--- src/rtl/dmem_arb_pkg.sv ---
// dmem_arb_pkg: shared types and transfer-size constants for the data-memory arbiter.
package dmem_arb_pkg;

    typedef enum logic [1:0] {IDLE, ACCESS, DONE} arb_state_t;
    typedef enum logic {PORT_A, PORT_B} port_id_t;

    localparam int unsigned XFER_1       = 1;
    localparam int unsigned XFER_2       = 2;
    localparam int unsigned XFER_4       = 4;
    localparam int unsigned XFER_8       = 8;
    localparam int unsigned XFER_DEFAULT = XFER_8;

    function automatic logic legal_size(input int unsigned s);
        return s == XFER_1 || s == XFER_2 || s == XFER_4 || s == XFER_8;
    endfunction

endpackage

--- src/rtl/rr_arbiter2.sv ---
// rr_arbiter2: combinational two-way round-robin pick; the pointer register lives in the caller.
module rr_arbiter2
    import dmem_arb_pkg::*;
(
    input  logic     req_a,
    input  logic     req_b,
    input  port_id_t last,
    output port_id_t winner,
    output logic     any_req
);

    assign any_req = req_a | req_b;
    assign winner  = (req_a && req_b) ? ((last == PORT_A) ? PORT_B : PORT_A)
                                      : (req_a ? PORT_A : PORT_B);

endmodule

--- src/rtl/dmem_arbiter.sv ---
// dmem_arbiter: round-robin sharing of the datamem port between CPU (A) and DMA (B), IDLE->ACCESS->DONE per access.
// Define DMEM_ARB_PERF_EN to add saturating grant and conflict counters.
module dmem_arbiter
    import dmem_arb_pkg::*;
#(
    parameter int ADDR_W = 64,
    parameter int DATA_W = 64,
    parameter int SIZE_W = 4
) (
    input  logic              clk,
    input  logic              reset_n,
    input  logic              a_req,
    input  logic              a_we,
    input  logic [ADDR_W-1:0] a_addr,
    input  logic [DATA_W-1:0] a_wdata,
    input  logic [SIZE_W-1:0] a_size,
    output logic              a_gnt,
    output logic              a_rvalid,
    output logic [DATA_W-1:0] a_rdata,
    input  logic              b_req,
    input  logic              b_we,
    input  logic [ADDR_W-1:0] b_addr,
    input  logic [DATA_W-1:0] b_wdata,
    input  logic [SIZE_W-1:0] b_size,
    output logic              b_gnt,
    output logic              b_rvalid,
    output logic [DATA_W-1:0] b_rdata,
    output logic [ADDR_W-1:0] mem_address,
    output logic              mem_write_enable,
    output logic              mem_read_enable,
    output logic [DATA_W-1:0] mem_write_data,
    output logic [SIZE_W-1:0] mem_xfer_size,
    input  logic [DATA_W-1:0] mem_read_data
`ifdef DMEM_ARB_PERF_EN
    ,
    output logic [31:0]       perf_a_grants,
    output logic [31:0]       perf_b_grants,
    output logic [31:0]       perf_conflict
`endif
);

    arb_state_t        state_q, state_d;
    port_id_t          owner_q, owner_d, rr_last_q, rr_last_d, winner;
    logic              any_req, start, win_a;
    logic              we_q, we_d;
    logic [ADDR_W-1:0] addr_q, addr_d;
    logic [DATA_W-1:0] wdata_q, wdata_d, rdata_q, rdata_d;
    logic [SIZE_W-1:0] size_q, size_d, win_size;
    logic              a_gnt_q, a_gnt_d, b_gnt_q, b_gnt_d;
    logic              a_rv_q, a_rv_d, b_rv_q, b_rv_d;
    logic              mem_we_q, mem_we_d, mem_re_q, mem_re_d;

    rr_arbiter2 u_rr (
        .req_a   (a_req),
        .req_b   (b_req),
        .last    (rr_last_q),
        .winner  (winner),
        .any_req (any_req)
    );

    assign start    = state_q == IDLE && any_req;
    assign win_a    = winner == PORT_A;
    assign win_size = win_a ? a_size : b_size;

    // Strobes are computed one cycle ahead so every port-facing control is a flop.
    always_comb begin
        state_d   = start ? ACCESS : (state_q == ACCESS ? DONE : IDLE);
        owner_d   = start ? winner : owner_q;
        rr_last_d = start ? winner : rr_last_q;
        we_d      = start ? (win_a ? a_we : b_we) : we_q;
        addr_d    = start ? (win_a ? a_addr : b_addr) : addr_q;
        wdata_d   = start ? (win_a ? a_wdata : b_wdata) : wdata_q;
        size_d    = start ? (legal_size(32'(win_size)) ? win_size : SIZE_W'(XFER_DEFAULT)) : size_q;
        rdata_d   = state_q == ACCESS ? mem_read_data : rdata_q;
        a_gnt_d   = start && win_a;
        b_gnt_d   = start && !win_a;
        mem_we_d  = start && we_d;
        mem_re_d  = start && !we_d;
        a_rv_d    = state_q == ACCESS && owner_q == PORT_A;
        b_rv_d    = state_q == ACCESS && owner_q == PORT_B;
    end

    always_ff @(posedge clk or negedge reset_n) begin
        if (!reset_n) begin
            state_q   <= IDLE;
            owner_q   <= PORT_A;
            rr_last_q <= PORT_B;
            we_q      <= 1'b0;
            addr_q    <= '0;
            wdata_q   <= '0;
            size_q    <= '0;
            rdata_q   <= '0;
            a_gnt_q   <= 1'b0;
            b_gnt_q   <= 1'b0;
            a_rv_q    <= 1'b0;
            b_rv_q    <= 1'b0;
            mem_we_q  <= 1'b0;
            mem_re_q  <= 1'b0;
        end else begin
            state_q   <= state_d;
            owner_q   <= owner_d;
            rr_last_q <= rr_last_d;
            we_q      <= we_d;
            addr_q    <= addr_d;
            wdata_q   <= wdata_d;
            size_q    <= size_d;
            rdata_q   <= rdata_d;
            a_gnt_q   <= a_gnt_d;
            b_gnt_q   <= b_gnt_d;
            a_rv_q    <= a_rv_d;
            b_rv_q    <= b_rv_d;
            mem_we_q  <= mem_we_d;
            mem_re_q  <= mem_re_d;
        end
    end

    assign a_gnt            = a_gnt_q;
    assign b_gnt            = b_gnt_q;
    assign a_rvalid         = a_rv_q;
    assign b_rvalid         = b_rv_q;
    assign a_rdata          = a_rv_q ? rdata_q : '0;
    assign b_rdata          = b_rv_q ? rdata_q : '0;
    assign mem_address      = addr_q;
    assign mem_write_data   = wdata_q;
    assign mem_xfer_size    = size_q;
    assign mem_write_enable = mem_we_q;
    assign mem_read_enable  = mem_re_q;

`ifdef DMEM_ARB_PERF_EN
    logic [31:0] perf_a_q, perf_b_q, perf_c_q;
    logic        a_wait, b_wait;

    // A port is waiting when it asks but neither holds nor is finishing the current access.
    assign a_wait = a_req && !(state_q != IDLE && owner_q == PORT_A) && !a_rv_q;
    assign b_wait = b_req && !(state_q != IDLE && owner_q == PORT_B) && !b_rv_q;

    always_ff @(posedge clk or negedge reset_n) begin
        if (!reset_n) begin
            perf_a_q <= '0;
            perf_b_q <= '0;
            perf_c_q <= '0;
        end else begin
            perf_a_q <= perf_a_q + {31'd0, a_gnt_q && perf_a_q != '1};
            perf_b_q <= perf_b_q + {31'd0, b_gnt_q && perf_b_q != '1};
            perf_c_q <= perf_c_q + {31'd0, (a_wait || b_wait) && perf_c_q != '1};
        end
    end

    assign perf_a_grants = perf_a_q;
    assign perf_b_grants = perf_b_q;
    assign perf_conflict = perf_c_q;
`endif

endmodule

--- config.mk ---
export PLATFORM = sky130hd
export DESIGN_NAME = dmem_arbiter
export DESIGN_NICKNAME = d
export VERILOG_FILES = /design/src/rtl/dmem_arb_pkg.sv /design/src/rtl/rr_arbiter2.sv /design/src/rtl/dmem_arbiter.sv
export SDC_FILE = /design/constraint.sdc
export NUM_CORES = 1
export LEC_CHECK = 0
export ABC_CLOCK_PERIOD_IN_PS = 4150
export BUFFER_PORTS_ARGS = -buffer_cell sky130_fd_sc_hd__buf_4
export CAP_MARGIN = 0
export CELL_PAD_IN_SITES_DETAIL_PLACEMENT = 0
export CELL_PAD_IN_SITES_GLOBAL_PLACEMENT = 1
export CORE_AREA = 2 2 231 233
export DETAILED_ROUTE_END_ITERATION = 7
export DIE_AREA = 0 0 233 235
export GPL_TIMING_DRIVEN = 0
export HOLD_SLACK_MARGIN = 0.12
export PLACE_DENSITY = 0.64
export SKIP_LAST_GASP = 1
export SYNTH_ARGS = -nofsm -noshare
export SYNTH_HDL_FRONTEND = slang
export SYNTH_HIERARCHICAL = 1
export SYNTH_SLANG_ARGS = --single-unit
--- constraint.sdc ---
create_clock -name clk -period 4.15 [get_ports clk]
set_input_delay 0.2075 -clock clk [delete_from_list [all_inputs] [get_ports clk]]
set_output_delay 0.2075 -clock clk [all_outputs]
set_load 0.01 [all_outputs]
* Word level (Yosys, flattened, before mapping) *
Cells that the tools add are included.

word-level totals
  bits in registers = 207
  input bits = 334
  output and inout bits = 266
  word-level logic and storage cells = 48

cells by class
  equal/unequal tests = 5
  muxes and demuxes = 13
  bitwise operators = 3
  reduce and logical (&&, ||, !) cells = 13

operator list
  operator            number
  $mux 64             4
  $logic_and 1x1->1   8
  $mux 4              2
  $mux 1              5
  $eq 4x1->1 const B  1
  $eq 4x2->1 const B  1
  $eq 4x3->1 const B  1
  $eq 4x4->1 const B  1
  $mux 2              2
  $logic_or 1x1->1    3
  $eq 2x1->1 const B  1
  $logic_not 2->1     1
  $not 1->1           2
  $logic_not 1->1     1
  $or 1x1->1          1

* Logic depth before layout (Yosys ltp) *
Gate-level depths: netlist of run 1.

  depth in word-level cells = 8
  mapped depth = 8
  gate-level depth less buffers = 6

* By module *
The synthesis of run 1 kept the hierarchy.

modules (own cells, without submodules)
  module        instances  cells each  area each (sq um)  seq. area each (sq um)
  dmem_arbiter  1          885         9,691.8            5,156.2
  rr_arbiter2   1          3           15.0               0.0

* Worst setup path before layout of run 1 *
Ideal clock, no wire load.

  path type = flip-flop to flip-flop
  from = register rr_last_q
  to = register size_q[3] (netlist: mem_xfer_size[3])
  library setup time = 130 ps
  arrival time = 1,331 ps
  required time = 4,020 ps
  path slack = 2,689 ps
  stages on the path, launching flop included = 8
  path buffers = 2
  clock period less this slack = 1,461 ps
  path through = dfstp_2 o21ai_1 buf_2 buf_6 mux2i_4 xnor2_1 mux2i_1 a31oi_1

on the way
  cells in the longest elaborated chain, start to end = 8
  elaborated cells on any way between the ends = 11
  those cells by class = eq/ne (4); mux (4); reduce/logical (3)

RTL lines
  element                                          line                 text
  start, declared                                  dmem_arbiter.sv:43   port_id_t owner_q, owner_d, rr_last_q, rr_last_d, winner;
  start signal, assigned                           dmem_arbiter.sv:102  rr_last_q <= rr_last_d;
  $mux 1 (*) (2 in a row)                          rr_arbiter2.sv:13    assign winner = (req_a && req_b) ? ((last == PORT_A) ? PORT_B : PORT_A)
  named net winner                                 dmem_arbiter.sv:43
  $mux 4 (*)                                       dmem_arbiter.sv:63   assign win_size = win_a ? a_size : b_size;
  $eq 4x1->1 / $eq 4x2->1 (equally long branches)  dmem_arb_pkg.sv:14   return s == XFER_1 || s == XFER_2 || s == XFER_4 || s == XFER_8;
  $logic_or 1x1->1 (3 in a row)                    dmem_arb_pkg.sv:14
  $mux 4 (*)                                       dmem_arbiter.sv:73   size_d = start ? (legal_size(32'(win_size)) ? win_size : SIZE_W'(XFER_DEFAULT)) : size_q;
  end signal, assigned                             dmem_arbiter.sv:106  size_q <= size_d;
  end, declared                                    dmem_arbiter.sv:48   logic [SIZE_W-1:0] size_q, size_d, win_size;

The timed path passes the listed nets; every way through them passes the cells marked *.
A chain may end at the register's enable or synchronous reset.

* Worst setup path in the final report of run 1 *
  from = input b_req
  to = register size_q[0] (netlist: mem_xfer_size[0])

on the way
  cells in the longest elaborated chain, start to end = 8
  elaborated cells on any way between the ends = 13
  those cells by class = eq/ne (4); mux (3); bitwise (1); reduce/logical (5)

RTL lines
  element                                          line                text
  start, declared                                  dmem_arbiter.sv:20  input logic b_req,
  $logic_and 1x1->1 (*)                            rr_arbiter2.sv:13
  $mux 1 (*)                                       rr_arbiter2.sv:13
  named net winner                                 dmem_arbiter.sv:43
  $mux 4 (*)                                       dmem_arbiter.sv:63
  $eq 4x1->1 / $eq 4x2->1 (equally long branches)  dmem_arb_pkg.sv:14
  $logic_or 1x1->1 (3 in a row)                    dmem_arb_pkg.sv:14
  $mux 4 (*)                                       dmem_arbiter.sv:73

Marked as above.

==> out/qor.csv, run 1 <==
metric;value;unit
areaGrowthSynthToFinish;97.92;%
die-area;0.05476;mm2
min_period;2.794;ns
final_layout_size_suffix_gt1_share;40.05;%
cts_buffers;25;
hp-class;input port to flip-flop;
cts_buffer_depth;3;
critPathKind;input port to flip-flop;
cts_tree;done;
wl_per_cell;16.72;um
setup_viol;0;
clkTransAtPathRegs;0.05;ns
stdcell_count;2553;
clock.fmax;0.3579;GHz
nets;2184;
endpoint_kind;flip-flop;
place_area;0.01510;mm2
seq_area_frac_synth;53.12;%
endpoint;mem_xfer_size[0]$_DFFE_PN0P_;
yosys_most_used_dff;dfrtp_1;
worstReg2RegStart;rr_last_q$_DFFE_PN1P_;
utilization;36.78;%
dpl.hpwl;32130;um
slew_headroom;44.61;%
route.detailed.drc;0;
yosysTopAreaCellShare;52.85;%
required;4.61;ns
vias_per_cell;4.033;
startpoint;b_req;
synthArstFlopShare;100.0;%
r2r_end;mem_xfer_size[0]$_DFFE_PN0P_;
r2r_slack;1.36;ns
yosys_register_bits;206;
ant_nets;0;
track_usage;14.97;%
cap_violations;0;
htreeDepth;1;
syn_inst;888;
cp-start-kind;input port;
syn_nets;1222;
grt_max_degree;106;
wl;42690;um
n_fill_cell;5192;
cts-root-buf;clkbuf_16;
start_util;18.58;%
fp-row-count;84;
synth.avg_cell_area;10.93;um2
outcome;complete, no violations;
worst_slew_pin_slew;0.8309;ns
place_inst;2176;
io_pins;600;
gp_congestion;0.8773;
synth_area_leaders;dfrtp_1, mux2i_1, and2_1;
hold_viol_final;0;
p_per_area;589.9;mW/mm2
fin_skew;0.01468;ns
antenna_found_initial;0;
firstDrtPassIters;6;
cp.arrival;3.25;ns
coreArea;0.05224;mm2
ir_drop;0.2815;mV
synth_area;0.009707;mm2
final_cell_area;0.01921;mm2
path_max_fanout;10;
num_vias;10295;
die_y;235;um
clock_sinks;206;
slew_violations;0;
yosys_warnings;6;
synth_top_area_cell;dfrtp_1;
diodes;0;
grt_pass1_wl;63960;um
synth_common_cells;dfrtp_1, nand2_1, mux2i_1, and2_1, o21ai_0;
synth_edf_count;0;
min_period_over_period;67.32;%
power.leakage;9.573;nW
grt_pass1_vias;11057;
rsz0062_at_grt;no;
drtIter0Drc;267;
yosysUniqueCellTypes;28;
setup_tns;0;ns
timing.reg2reg.worst_path_depth;7;
synth_most_common_cell;dfrtp_1;
io_buffers;599;
die_w;233;um
hold_depth;4;
clock_latency;0.53;ns
grt-ovfl-total;0;
[report_power, final]
part / switching, mW / total, mW / internal, mW
clock: 0.854 / 2.06 / 1.20
combinational: 2.76 / 5.64 / 2.87
sequential: 0.615 / 3.64 / 3.02
[cells by family (layout without fill, tap and decap cells)]
kind of cell | count (synthesis) | count (layout) | share of synthesized area [%]
AOI/OAI and AO/OA | 134 | 134 | 7.064
xor gates and xnor gates | 1 | 1 | 0.09025
buffers and inverters | 69 | 1046 | 3.828
DFF | 206 | 206 | 53.12
muxes | 199 | 199 | 21.62
and+or+nand+nor | 279 | 279 | 14.28
[flip-flops by register name, indices dropped and copies added, names as in the netlist]
| signal | flops |
|---|---|
| a_gnt | 1 |
| a_rvalid | 1 |
| b_gnt | 1 |
| b_rvalid | 1 |
| mem_address | 64 |
| mem_read_enable | 1 |
| mem_write_data | 64 |
| mem_write_enable | 1 |
| mem_xfer_size | 4 |
| owner_q | 1 |
| rdata_q | 64 |
| rr_last_q | 1 |
| state_q | 2 |
[per-layer routing]
metal / GRT usage (%) / vias to the layer above / share of wire, %
li1: - / 4917 / -
met1: 17.17 / 4912 / 40
met2: 27.63 / 400 / 51
met3: 2.888 / 66 / 6.5
met4: 4.690 / 0 / 2.8
met5: 0 / - / 0
[timing repair]
action | CTS | global route
gates resized for setup | 0 | 0
hold buffers | 335 | 0
buffers inserted | 0 | 0
endpoints found under the hold margin | 298 | 0
[cell type report]
cell class / count / area [um2] / share of cell area, %
clock inverter: 5 / 28.78 / 0.1498
sequential: 206 / 5156 / 26.84
buffer: 66 / 359.1 / 1.869
tap: 688 / 860.8 / 4.481
inverter: 3 / 12.51 / 0.06513
multi-input combinational: 613 / 4179 / 21.75
timing repair buffer: 935 / 7885 / 41.04
clock buffer: 37 / 730.7 / 3.803
[stage by stage]
step / worst slack (ns) / hold slack, ns / total power [mW]
detailed placement: 2.017 / 0.3079 / 8.984
CTS: 1.328 / 0.1393 / 11.51
finish: 1.356 / 0.1727 / 11.33
floorplan: 2.689 / -0.08809 / 6.079
global placement: 1.236 / 0.4361 / 8.902
global route: 1.193 / 0.2295 / 12.14
[worst min path at each step]
stage / startpoint / end
6_report: b_size[3] / mem_xfer_size[2]$_DFFE_PN0P_
5_1_grt: b_size[3] / mem_xfer_size[2]$_DFFE_PN0P_
4_1_cts: b_size[3] / mem_xfer_size[2]$_DFFE_PN0P_
3_5_place_dp: reset_n / rdata_q[26]$_DFFE_PN0N_
3_3_place_gp: owner_q$_DFFE_PN0P_ / a_rvalid$_DFF_PN0_
2_1_floorplan: reset_n / a_gnt$_DFF_PN0_
[layout by cell type, fill, tap and decap left out, types with 25 or more instances in the layout]
cell / synthesis / routed
clkbuf_16: 0 / 25
clkbuf_1: 26 / 32
mux2i_1: 132 / 132
dlygate4sd3_1: 0 / 335
mux2_2: 65 / 65
nand2_1: 139 / 139
and2_1: 129 / 129
buf_4: 10 / 608
o21ai_0: 123 / 123
dfrtp_1: 205 / 205
[worst max-delay path: stages]
cell	delay [ns]
dlygate4sd3_1	0.54
buf_4	0.11
inv_1	0.03
o21ai_1	0.13
buf_2	0.20
buf_6	0.24
mux2_2	0.37
dlygate4sd3_1	0.57
o41ai_2	0.26
dlygate4sd3_1	0.58
Power figures use the tool's default switching activity.
==> run 2, diff against run 1 <==
--- a/config.mk
+++ b/config.mk
@@ -5,17 +5,17 @@
 export SDC_FILE = /design/constraint.sdc
 export NUM_CORES = 1
 export LEC_CHECK = 0
-export ABC_CLOCK_PERIOD_IN_PS = 4150
+export ABC_CLOCK_PERIOD_IN_PS = 2500
 export BUFFER_PORTS_ARGS = -buffer_cell sky130_fd_sc_hd__buf_4
 export CAP_MARGIN = 0
 export CELL_PAD_IN_SITES_DETAIL_PLACEMENT = 0
 export CELL_PAD_IN_SITES_GLOBAL_PLACEMENT = 1
-export CORE_AREA = 2 2 231 233
+export CORE_AREA = 2 2 232 234
 export DETAILED_ROUTE_END_ITERATION = 7
-export DIE_AREA = 0 0 233 235
+export DIE_AREA = 0 0 234 236
 export GPL_TIMING_DRIVEN = 0
 export HOLD_SLACK_MARGIN = 0.12
-export PLACE_DENSITY = 0.64
+export PLACE_DENSITY = 0.65
 export SKIP_LAST_GASP = 1
 export SYNTH_ARGS = -nofsm -noshare
 export SYNTH_HDL_FRONTEND = slang
==> constraint.sdc (replaced) <==
create_clock -name clk -period 2.5 [get_ports clk]
set_input_delay 0.125 -clock clk [delete_from_list [all_inputs] [get_ports clk]]
set_output_delay 0.125 -clock clk [all_outputs]
set_load 0.01 [all_outputs]
==> run 2 against run 1 <==
Compared with the run above:
- core utilization shrank 0.37 points
- final cell count rose by 0.43%
- count of clock-buffer cells in the layout decreased by 1
- power rose by 68%
- first-iteration DRC count fell by 4.5%
- critical endpoint is now mem_write_data[24]$_DFFE_PN0P_
- highest routed layer unchanged
- sequential share of layout area fell by 0.15 points
- register-to-register slack got worse by 1.2 ns
- wire length decreased by 1.9%
- combinational power grew 65%
==> out/qor.csv, run 2 (synthesized netlist as in run 1, its figures left out) <==
metric;value;unit
clock_latency;0.53;ns
clkTransAtPathRegs;0.06;ns
worstReg2RegStart;rr_last_q$_DFFE_PN1P_;
die-area;0.05522;mm2
clock_sinks;206;
wl_per_cell;16.34;um
coreArea;0.05307;mm2
power.leakage;9.619;nW
firstDrtPassIters;4;
ant_nets;0;
nets;2185;
vias_per_cell;3.993;
min_period;2.325;ns
die_w;234;um
timing.reg2reg.worst_path_depth;7;
min_period_over_period;93.00;%
grt_pass1_vias;10925;
final_layout_size_suffix_gt1_share;40.26;%
cp.arrival;2.71;ns
required;2.88;ns
areaGrowthSynthToFinish;99.06;%
power;19.07;mW
path_max_fanout;10;
fin_skew;0.008358;ns
worst_slack;0.1751;ns
fp-row-count;85;
cts-root-buf;clkbuf_16;
p_per_area;986.9;mW/mm2
setup_viol;0;
die_y;236;um
cts_buffer_depth;3;
clock.fmax;0.4301;GHz
drtIter0Drc;255;
final_common_cell;buf_4;
gp_congestion;0.8469;
grt_max_degree;107;
endpoint_kind;flip-flop;
grt_pass1_wl;62050;um
ir_drop;0.4090;mV
io_buffers;599;
hp-class;input port to async pin;
critPathKind;flip-flop to flip-flop;
cts_buffers;25;
post_cts_buffers;0;
io_pins;600;
mostFrequentLayoutCells;buf_4, dlygate4sd3_1, dfrtp_1;
route.detailed.drc;0;
track_usage;14.40;%
grt-ovfl-total;0;
htreeDepth;1;
r2r_slack;0.18;ns
num_vias;10238;
hold_viol_final;0;
dpl.hpwl;32170;um
r2r_end;mem_write_data[24]$_DFFE_PN0P_;
diodes;0;
worst_slew_pin_slew;0.8208;ns
start_util;18.29;%
outcome;complete, no violations;
rsz0062_at_grt;no;
wl;41900;um
slew_headroom;45.28;%
slew_violations;0;
antenna_found_initial;0;
cp-start-kind;flip-flop;
cap_violations;0;
cts_tree;done;
dp_slack;0.3370;ns
-- run 2: worst max-delay path by stage --
stage,startpoint,endpoint,slack (ns),cells after the start
2_1_floorplan,rr_last_q$_DFFE_PN1P_,mem_xfer_size[3]$_DFFE_PN0P_,1.04,7
3_3_place_gp,reset_n,mem_write_data[59]$_DFFE_PN0P_,-0.29,1
3_5_place_dp,rr_last_q$_DFFE_PN1P_,mem_address[32]$_DFFE_PN0P_,0.34,6
4_1_cts,a_rvalid$_DFF_PN0_,a_rdata[23],0.002,4
5_1_grt,rr_last_q$_DFFE_PN1P_,mem_address[40]$_DFFE_PN0P_,0.01,7
6_report,rr_last_q$_DFFE_PN1P_,mem_write_data[24]$_DFFE_PN0P_,0.18,7
-- run 2: worst max-delay path: stages, from the launching register on --
cell	delay [ns]
dfstp_2	0.37
o21ai_1	0.15
buf_2	0.23
buf_6	0.21
clkbuf_4	0.27
mux2i_1	0.24
dlygate4sd3_1	0.60
o21ai_0	0.10
-- run 2: timing repair --
| action | CTS | global route |
|---|---|---|
| setup endpoints to repair | 0 | 9 |
| hold buffers | 337 | 0 |
| endpoints found under the hold margin | 298 | 0 |
| resized for setup | 0 | 3 |
-- run 2: layer usage --
layer	vias up	track usage, %	share of wire, %
li1	4913	-	-
met1	4849	15.79	38
met2	413	26.99	52
met3	63	3.288	7.2
met4	0	4.584	2.7
met5	-	0	0
-- run 2: power by group --
group	switching [mW]	internal (mW)	total, mW
Sequential	1.07	5.02	6.08
Clock	1.45	2.26	3.71
Combinational	4.53	4.75	9.28
Total	7.04	12.0	19.1
-- run 2: final cells by class --
cell class / instances / area, um2
Buffer: 65 / 359.1
Clock inverter: 8 / 92.59
Fill cell: 5267 / 33750
Timing Repair Buffer: 937 / 7905
Multi-Input combinational cell: 613 / 4179
Tap cell: 696 / 870.8
Sequential cell: 206 / 5156
Inverter: 3 / 12.51
Clock buffer: 36 / 747.0
-- run 2: through the flow --
stage / util (%) / cell area [um2] / hold slack (ns) / cells / TNS (ns)
3_5_place_dp: 28.47 / 15110 / 0.2196 / 2184 / 0
5_1_grt: 36.41 / 19320 / 0.2946 / 2564 / 0
3_3_place_gp: 28.41 / 15070 / 0.3600 / 2183 / -50.83
6_report: 36.41 / 19320 / 0.2219 / 2564 / 0
4_1_cts: 36.41 / 19320 / 0.2350 / 2565 / 0
2_1_floorplan: - / 9707 / -0.1706 / 888 / 0
==> run 3, diff against run 2 <==
--- a/config.mk
+++ b/config.mk
@@ -6,7 +6,7 @@
 export NUM_CORES = 1
 export LEC_CHECK = 0
 export ABC_CLOCK_PERIOD_IN_PS = 2500
-export BUFFER_PORTS_ARGS = -buffer_cell sky130_fd_sc_hd__buf_4
+export BUFFER_PORTS_ARGS = -buffer_cell sky130_fd_sc_hd__buf_2
 export CAP_MARGIN = 0
 export CELL_PAD_IN_SITES_DETAIL_PLACEMENT = 0
 export CELL_PAD_IN_SITES_GLOBAL_PLACEMENT = 1
==> run 3 against run 2 <==
Compared with the run above:
- clock skew is 0.014 ns higher
- highest routed layer unchanged
- hold slack worse by 0.10 ns
- setup slack improved by 0.028 ns
- cell area down 7.9%
- critical endpoint is now mem_address[41]$_DFFE_PN0P_
- first-iteration DRC count up 12%
- largest power group unchanged
- register-to-register slack better by 0.03 ns
- largest cell class unchanged
- global-route usage is 0.19 points lower
- non-clock buffer count unchanged
- die area unchanged
- fmax up 1.2%
- count of clock-buffer cells in the layout is 1 higher
==> out/qor.csv, run 3 (synthesized netlist as in run 1, its figures left out) <==
metric;value;unit
timing.reg2reg.worst_path_depth;7;
utilization;33.55;%
die-area;0.05522;mm2
setup_viol;0;
start_util;18.29;%
grt-ovfl-total;0;
min_period;2.297;ns
min_period_over_period;91.89;%
hold_viol_final;0;
dp_slack;0.3191;ns
seq_area;0.005156;mm2
nets;2185;
wl;40570;um
cts_buffer_depth;3;
intPower;10.97;mW
drtIter0Drc;285;
cp.arrival;2.68;ns
endpoint_kind;flip-flop;
fin_hold_ws;0.1182;ns
clkTransAtPathRegs;0.06;ns
p_per_area;1004;mW/mm2
dpl.hpwl;30920;um
path_cells;o21ai_1 -> buf_2 -> buf_6 -> buf_4 -> mux2i_1 -> dlygate4sd3_1 -> o21ai_0;
power_frac_seq;33.6;%
vias_per_cell;4.010;
die_w;234;um
cts_tree;done;
swShare;38.59;%
io_buffers;599;
outcome;complete, no violations;
path_max_fanout;10;
rsz0062_at_grt;no;
mostFrequentLayoutCells;buf_2, dlygate4sd3_1, dfrtp_1;
ir_drop;0.4254;mV
cap_violations;0;
hold_depth;3;
hp-class;input port to flip-flop;
ant_nets;0;
die_y;236;um
stdcell_count;2568;
required;2.88;ns
n_fill_cell;5355;
route.detailed.drc;0;
slew_headroom;48.39;%
final_common_cell;buf_2;
multiInputGateArea;0.004179;mm2
clock_sinks;206;
grt_pass1_vias;11108;
clock_latency;0.54;ns
critPathKind;flip-flop to flip-flop;
areaGrowthSynthToFinish;83.41;%
slew_violations;0;
post_cts_buffers;0;
comb_power_share;46.1;%
cp-start-kind;flip-flop;
track_usage;14.21;%
grt_pass1_wl;61400;um
antenna_found_initial;1;
firstDrtPassIters;5;
power.leakage;9.232;nW
gp_congestion;0.8237;
num_vias;10298;
wl_per_cell;15.80;um
io_pins;600;
coreArea;0.05307;mm2
worst_slack;0.2029;ns
fp-row-count;85;
crit_slowest_cell;dlygate4sd3_1;
clock.fmax;0.4353;GHz
grt_max_degree;113;
cts-root-buf;clkbuf_16;
htreeDepth;1;
power;17.87;mW
worst_slew_pin_slew;0.7742;ns
place_inst;2184;
p_clk_share;20.3;%
max_stage_delay;0.58;ns
switchingPower;6.895;mW
final_layout_size_suffix_gt1_share;40.13;%
fin_skew;0.02220;ns
cts_buffers;25;
[run 3: worst paths after layout]
path	start	to	slack, ns
max	rr_last_q$_DFFE_PN1P_	mem_address[41]$_DFFE_PN0P_	0.20
min	b_we	mem_read_enable$_DFF_PN0_	0.12
max reg2reg	rr_last_q$_DFFE_PN1P_	mem_address[41]$_DFFE_PN0P_	0.20
min reg2reg	owner_q$_DFFE_PN0P_	a_rvalid$_DFF_PN0_	0.44
max in group asynchronous	reset_n	mem_address[7]$_DFFE_PN0P_	1.26
min in group asynchronous	reset_n	rdata_q[38]$_DFFE_PN0N_	0.18
[run 3: power by group through the flow]
| stage | Clock [mW] | Sequential, mW | Combinational (mW) |
|---|---|---|---|
| 2_1_floorplan | 0 | 6.31 | 3.78 |
| 3_3_place_gp | 0 | 5.97 | 7.65 |
| 3_5_place_dp | 0 | 6.02 | 7.76 |
| 4_1_cts | 3.74 | 6.00 | 8.40 |
| 5_1_grt | 3.90 | 6.22 | 9.09 |
| 6_report | 3.63 | 6.00 | 8.24 |
[run 3: critical path: cells and delay by family, from the launching register on]
| family | cells | cell delay [ns] |
|---|---|---|
| flops | 1 | 0.36 |
| buf+inv | 4 | 1.31 |
| compound gates | 2 | 0.23 |
| mux | 1 | 0.23 |
[run 3: layer usage]
metal	share of wire, %	up-vias	track usage, %	wire, um
met1	38	4811	15.39	15450
met4	4.0	0	5.792	1641
met3	7.0	90	2.913	2851
met2	51	466	26.51	20630
li1	-	4931	-	-
met5	0	-	0	0
[run 3: stage by stage]
stage / cell area (um2) / setup TNS, ns
floorplan: 9707 / 0
global placement: 13580 / -470.31
detailed placement: 13610 / 0
CTS: 17790 / 0
global route: 17800 / 0
finish: 17800 / 0
[run 3: cell type report]
cell class	instances	area share [%]
diodes	3	0.04217
plain buffers	66	2.045
clock buffers	37	4.048
clock inverters	8	0.5271
inverters	3	0.07028
multi-input cells	613	23.47
flip-flops and latches	206	28.96
well taps	696	4.891
repair buffers	936	35.94
[run 3: timing repair]
action                     in CTS  in global routing
resized for setup               1                  2
hold buffers                  336                  0
hold endpoints to repair      292                  0
setup endpoints to repair       1                  5
gates cloned                    0                  0
